## src/rtl/bit_sel_window_sched.sv

```systemverilog
// Job sequencer for the 8-to-4 sequential bit selector: issues per-word
// shift commands at a programmed stride and tracks the selector latency.
module bit_sel_window_sched #(
  parameter int DATA_WIDTH    = 8,
  parameter int COMMAND_WIDTH = 3,
  parameter int COUNT_WIDTH   = 8
) (
  input  logic                     clk,
  input  logic                     rst,
  input  logic                     i_cfg_valid,
  output logic                     o_cfg_ready,
  input  logic [2:0]               i_cfg_start,
  input  logic [2:0]               i_cfg_stride,
  input  logic [COUNT_WIDTH-1:0]   i_cfg_count,
  output logic                     o_cfg_err,
  input  logic                     i_valid,
  output logic                     o_ready,
  input  logic [DATA_WIDTH-1:0]    i_data_bus,
  input  logic                     i_out_ready,
  output logic                     o_sel_valid,
  output logic [DATA_WIDTH-1:0]    o_sel_data_bus,
  output logic                     o_sel_en,
  output logic [COMMAND_WIDTH-1:0] o_sel_cmd,
  output logic                     o_last,
  output logic                     o_busy,
  output logic                     o_done
);

  typedef enum logic [1:0] {
    S_IDLE,
    S_RUN,
    S_DRAIN
  } state_t;

  state_t                 r_state;
  state_t                 w_state_nxt;
  logic [2:0]             r_offset;
  logic [2:0]             r_stride;
  logic [COUNT_WIDTH-1:0] r_remaining;
  logic                   r_last;
  logic                   r_cfg_err;
  logic                   r_done;

  logic                   w_cfg_fire;
  logic                   w_cfg_bad;
  logic                   w_load;
  logic                   w_issue;
  logic                   w_consume;
  logic                   w_final;
  logic [3:0]             w_sum;
  logic [3:0]             w_wrap;
  logic [2:0]             w_off_nxt;

  // offset 0 means no shift; offset k maps to {1, k-1}
  function automatic logic [COMMAND_WIDTH-1:0] f_enc(
    input logic [2:0] k
  );
    logic [2:0] km1;
    km1 = k - 3'd1;
    if (k == 3'd0)
      f_enc = '0;
    else
      f_enc = {1'b1, km1[1:0]};
  endfunction

  assign w_cfg_bad = (i_cfg_start > 3'd4) ||
                     (i_cfg_stride > 3'd4) ||
                     (i_cfg_count == '0);

  assign w_cfg_fire = i_cfg_valid && (r_state == S_IDLE);

  assign w_sum  = {1'b0, r_offset} + {1'b0, r_stride};
  assign w_wrap = w_sum - 4'd5;
  assign w_off_nxt = (w_sum >= 4'd5) ? w_wrap[2:0]
                                     : w_sum[2:0];

  assign w_final = (r_remaining == COUNT_WIDTH'(1));

  always_comb begin
    w_state_nxt    = r_state;
    w_load         = 1'b0;
    w_issue        = 1'b0;
    w_consume      = 1'b0;
    o_cfg_ready    = 1'b0;
    o_ready        = 1'b0;
    o_sel_valid    = 1'b0;
    o_sel_en       = 1'b1;
    o_sel_cmd      = '0;
    o_sel_data_bus = '0;
    unique case (r_state)
      S_IDLE: begin
        o_cfg_ready = 1'b1;
        if (w_cfg_fire && !w_cfg_bad) begin
          w_load      = 1'b1;
          w_state_nxt = S_RUN;
        end
      end
      S_RUN: begin
        o_ready        = i_out_ready;
        o_sel_en       = i_out_ready;
        w_issue        = i_valid && i_out_ready;
        o_sel_valid    = w_issue;
        o_sel_data_bus = i_data_bus;
        o_sel_cmd      = f_enc(r_offset);
        if (w_issue && w_final)
          w_state_nxt = S_DRAIN;
      end
      S_DRAIN: begin
        o_sel_en = i_out_ready;
        if (i_out_ready) begin
          w_consume   = 1'b1;
          w_state_nxt = S_IDLE;
        end
      end
      default: begin
        w_state_nxt = S_IDLE;
      end
    endcase
  end

  always_ff @(posedge clk or negedge rst) begin
    if (!rst) begin
      r_state     <= S_IDLE;
      r_offset    <= '0;
      r_stride    <= '0;
      r_remaining <= '0;
      r_last      <= 1'b0;
      r_cfg_err   <= 1'b0;
      r_done      <= 1'b0;
    end else begin
      r_state   <= w_state_nxt;
      r_cfg_err <= w_cfg_fire && w_cfg_bad;
      r_done    <= w_consume;
      if (w_load) begin
        r_offset    <= i_cfg_start;
        r_stride    <= i_cfg_stride;
        r_remaining <= i_cfg_count;
      end else if (w_issue) begin
        r_offset    <= w_off_nxt;
        r_remaining <= r_remaining - COUNT_WIDTH'(1);
      end
      // only moves when the selector is enabled, so it tracks its output
      if (w_issue && w_final)
        r_last <= 1'b1;
      else if (w_consume)
        r_last <= 1'b0;
    end
  end

  assign o_last    = r_last;
  assign o_busy    = (r_state != S_IDLE);
  assign o_done    = r_done;
  assign o_cfg_err = r_cfg_err;

endmodule

```

## config.mk

```make
export PLATFORM = sky130hd
export DESIGN_NAME = bit_sel_window_sched
export DESIGN_NICKNAME = d
export VERILOG_FILES = /design/src/rtl/bit_sel_window_sched.sv
export SDC_FILE = /design/constraint.sdc
export NUM_CORES = 1
export LEC_CHECK = 0
export ABC_AREA = 1
export CORE_MARGIN = 4
export CORE_UTILIZATION = 42
export DETAILED_ROUTE_END_ITERATION = 7
export PLACE_DENSITY = 0.76
export SYNTH_ARGS = -nofsm -noshare
export SYNTH_HDL_FRONTEND = slang
export SYNTH_SLANG_ARGS = --single-unit
```

## constraint.sdc

```tcl
create_clock -name clk -period 2.2 [get_ports clk]
set_clock_uncertainty 0.05 [all_clocks]
set_input_delay 0.44 -clock clk [delete_from_list [all_inputs] [get_ports clk]]
set_output_delay 0.44 -clock clk [all_outputs]
set_load 0.02 [all_outputs]
```

; Word level (Yosys, flattened, before mapping)
; Index checks and enable logic that the tools add are counted.
[op_classes]
n_addsub = 4
n_lt_le_gt_ge = 3
eq_ne = 6
n_mux = 22
n_reduce_logical = 17
[op_table]
columns = op, n
row1 = $mux 8, 3
row2 = $mux 3, 5
row3 = $mux 1, 10
row4 = $eq 8x1->1 const B, 1
row5 = $logic_not 8->1, 1
row6 = $sub 8x1->8 const B, 1
row7 = $gt 3x3->1 const B, 2
row8 = $logic_and 1x1->1, 6
row9 = $mux 2, 3
row10 = $pmux 2 s3, 1
row11 = $reduce_bool 2->1, 3
row12 = $add 3x3->4, 1
row13 = $ge 4x3->1 const B, 1
row14 = $ne 2x2->1 const B, 2
row15 = $logic_not 3->1, 1
row16 = $reduce_and 3->1, 1
row17 = $sub 3x3->3 const B, 1
row18 = $eq 2x1->1 const B, 1
row19 = $eq 2x2->1 const B, 1
row20 = $logic_not 2->1, 1
row21 = $logic_or 1x1->1, 2
row22 = $ne 2x1->1 const B, 1
row23 = $reduce_or 2->1, 1
row24 = $sub 2x1->2 const B, 1
row25 = $logic_not 1->1, 1
[totals]
regBits = 19
input_bits = 27
out_inout_bits = 19
wordCells = 59

; Depth between registers and ports, before layout
[depth]
word_depth = 8
mapped_depth = 12

; Worst setup path after synthesis
; OpenSTA, ideal clock, no wires.
[synth_timing]
path_kind = flip-flop to flip-flop
startpoint = register r_offset[0]
endpoint = register r_offset[1]
setup_time_ps = 124
arrival_ps = 1967
t_required_ps = 2026
slack_ps = 59
path_stages_with_launch = 12
path_buffers = 0
period_less_slack_ps = 2141
path_cell_list = dfrtp_1 -> ha_1 -> fa_1 -> inv_1 -> ha_1 -> or2_2 -> nand2_1 -> nand2_1 -> nand2_1 -> nand2_1 -> nand2_1 -> nand3_1
[synth_via]
elab_chain_cells = 5
word_cells_on_any_way = 6
classes_between = add/sub: 2 / order compare: 1 / mux: 3
[synth_rtl]
columns = item, line
row1 = start: declaration, 37  ; logic [2:0] r_offset;
row2 = start signal: assignment, 135  ; r_offset <= i_cfg_start;
row3 = start signal: assignment, 139  ; r_offset <= w_off_nxt;
row4 = $add 3x3->4 *, 72  ; assign w_sum = {1'b0, r_offset} + {1'b0, r_stride};
row5 = $ge 4x3->1 / $sub 3x3->3 (equally long branches), "74, 73"
row6 = $mux 3 *, 74  ; assign w_off_nxt = (w_sum >= 4'd5) ? w_wrap[2:0]
row7 = $mux 3 *, 138  ; end else if (w_issue) begin
row8 = $mux 3 *, 134  ; if (w_load) begin
; Mark *: on every way between the ends. The rest lies on a longest branch, timed or not. The select of a mux whose other input is x is not followed.
; A chain may end at the register's enable or synchronous reset.

; Final worst setup path
; Ends and elaborated chain as after synthesis.

==> metrics.txt <==
post-DP HPWL 2750 µm; Via-to-Cell Ratio 4.59; gpl congestion 0.804; Max FO, Critical Path 3; RSZ-0062 raised after global routing true; Arr. time, crit path 2.29 ns; n_diodes 0; Synth area leader dfrtp_1; drt pass-1 iters 4; max incr delay on CP 0.54 ns; clock sink total 19; final worst slack 0.0525 ns; pre-CTS setup slack -0.0841 ns; Slew Viols, Final 0; crit-path cells ha_2 -> fa_1 -> inv_2 -> ha_2 -> or2_4 -> nand2_4 -> nand2_2 -> nand2_1 -> nand2_1 -> nand2_1 -> nand3_1; critical path class reg -> reg; P&R area growth vs syn 37.9%; max_slew headroom 70.0%; status finished clean; Reg power frac 25.1%; initial antenna violation count 0; Initial Utilization 45.7%; total power 2.50 mW; CP dominant cell by count nand2_1; Final Hold Fails 0; Area contributors post-synth dfrtp_1 (33%), nand2_1 (16%), ha_1 (9.6%); Max Cap Viol 0; Synth Warn # 0; Worst VDD drop 0.548 mV; Comb power frac 67.7%; largest net degree at the start of global routing 20; Total GRT Usage 15.8%; total number of vias 1,371; Mean Syn Cell Area 7.09 µm²; Root Buffer clkbuf_4; Critical Path RT 2.35 ns; min cycle time layout 2.15 ns; Syn Nets 242; WHS 0.412 ns; fraction of layout cells with a size suffix above 1 12.5%; num ports 46; crit end category register; clock tree buffer depth 2; Switching Fraction 48.4%; register bit total from synthesis 19; post-synthesis sequential area ratio 33.0%; Routed wire per std cell 11.3 µm; Worst Hold Class in -> async; Die Footprint 4430 µm²; Post-Route WL 3380 µm; Leak 1.08 nW; CTS tree done; area of the mapped netlist 1440 µm²; CP startpoint kind register; CP max-delay cell fa_1; Nets 295; sw power 1.21 mW; Final Cycle Share 97.6%; DR iter-0 viols 50; chip width 66.6 µm; Slew @ Worst Pin 0.446 ns; Port Buffers 45; Mapped Cells 203; commonest non-fill, non-tap cells in the layout nand2_1 (59), inv_1 (33), clkdlybuf4s50_1 (29), nand3_1 (23), dfrtp_1 (19); CTS Buf Count 3; PwrDens 1260 nW/µm²; first-pass GRT wire length 5440 µm; final non-filler cell total 299; setup violators final 0; # rows 20; setup TNS 0 ns; Post-CTS Hold Fix Bufs 0; die height 66.6 µm; H-tree depth 1; post-synth cell types 26; Core ar. 3150 µm²; DRC Markers 0; GR Overflow Total 0; Worst-Skew Late Latency 0.30 ns; vias in the first global route 1,247; Clock Power Share 7.2%; Int Pwr 1.29 mW; Synth top area share 33.0%; Reg clk slew, reported paths 0.11 ns; DRT antenna net count 0; Peak Freq 0.466 GHz; most common cell after layout, fill and taps aside nand2_1; placed insts 294
worst max-delay path, delay by kind of cell (launching register included):
kind,cells,cell delay (ns)
fa+ha+maj,3,0.92
buf+inv,1,0.07
flops,1,0.42
simple gates,7,0.58
worst paths after layout:
check / startpoint / endpoint / slack [ns] / depth (start not counted)
setup reg to reg: r_offset[0]$_DFFE_PN0P_ / r_offset[1]$_DFFE_PN0P_ / 0.05 / 11
setup / recovery: r_offset[0]$_DFFE_PN0P_ / r_offset[1]$_DFFE_PN0P_ / 0.05 / 11
max in group asynchronous: rst / r_remaining[6]$_DFFE_PN0P_ / 1.48 / 2
min in group clk: r_stride[2]$_DFFE_PN0P_ / r_stride[2]$_DFFE_PN0P_ / 0.45 / 2
hold / removal: rst / r_remaining[5]$_DFFE_PN0P_ / 0.41 / 2
hold reg to reg: r_stride[2]$_DFFE_PN0P_ / r_stride[2]$_DFFE_PN0P_ / 0.45 / 2
Yosys cell counts:
cell type   n
a21oi_1     1
and2_1      2
and2_2      1
buf_6       3
dfrtp_1    19
fa_1        1
ha_1       11
inv_1      35
inv_2       2
inv_4       1
nand2_1    61
nand2_2     1
nand3_1    23
nand3_2     1
nand3_4     1
nand3b_1    1
nand4_1     3
nor2_1     16
nor2_2      1
nor2_4      1
nor3b_1     1
o21ai_0     8
or2_0       1
or2_2       1
xnor2_1     4
xor2_1      3
layout make-up:
type                    instances  area, µm²
fillers                       307       1170
multi-input cells             143        818
well taps                      44       55.1
inverters                      38        145
flip-flops and latches         19        475
repair buffers                 51        465
clock buffers                   4       26.3
sequential cells by signal, summed over array words and instances (netlist names):
name / flops
o_done: 1
r_state: 2
r_stride: 3
r_remaining: 8
r_offset: 3
o_last: 1
o_cfg_err: 1
power by group through the flow:
stage | registers (mW) | logic [mW] | clock network (mW)
after floorplan | 0.616 | 1.09 | 0
after global placement | 0.627 | 1.54 | 0
after detailed placement | 0.631 | 1.59 | 0
after CTS | 0.624 | 1.55 | 0.183
after global routing | 0.648 | 1.94 | 0.202
final | 0.626 | 1.69 | 0.180
cells by family (layout without fill, tap and decap cells):
| logic type | Yosys count | after routing | synth area share [%] |
|---|---|---|---|
| XOR/XNOR | 7 | 7 | 4.26 |
| flip-flops | 19 | 19 | 33.0 |
| buffers and inverters | 41 | 93 | 12.4 |
| AO/OA/AOI/OAI | 9 | 9 | 3.13 |
| adder cells (fa/ha/maj) | 12 | 12 | 10.9 |
| AND/OR/NAND/NOR | 115 | 115 | 36.2 |
per-stage QoR:
stage	utilization [%]	instance area [µm²]
6_report	63.0	1990
5_1_grt	63.0	1990
4_1_cts	62.2	1960
3_5_place_dp	61.8	1950
3_3_place_gp	61.8	1950
2_1_floorplan	-	1440
what timing repair did:
item / CTS / global route
resized for setup: 18 / 24
pin swaps: 0 / 6
setup buffers: 0 / 1
setup endpoints to repair: 17 / 14
per-layer routing:
layer	GRT usage [%]	up-vias	wire, µm
met5	0	-	0
met4	3.81	0	29
met3	3.20	3	337
met2	27.6	57	1520
met1	19.8	583	1500
li1	-	728	-
Note: power is estimated with default switching activity, not from simulation.
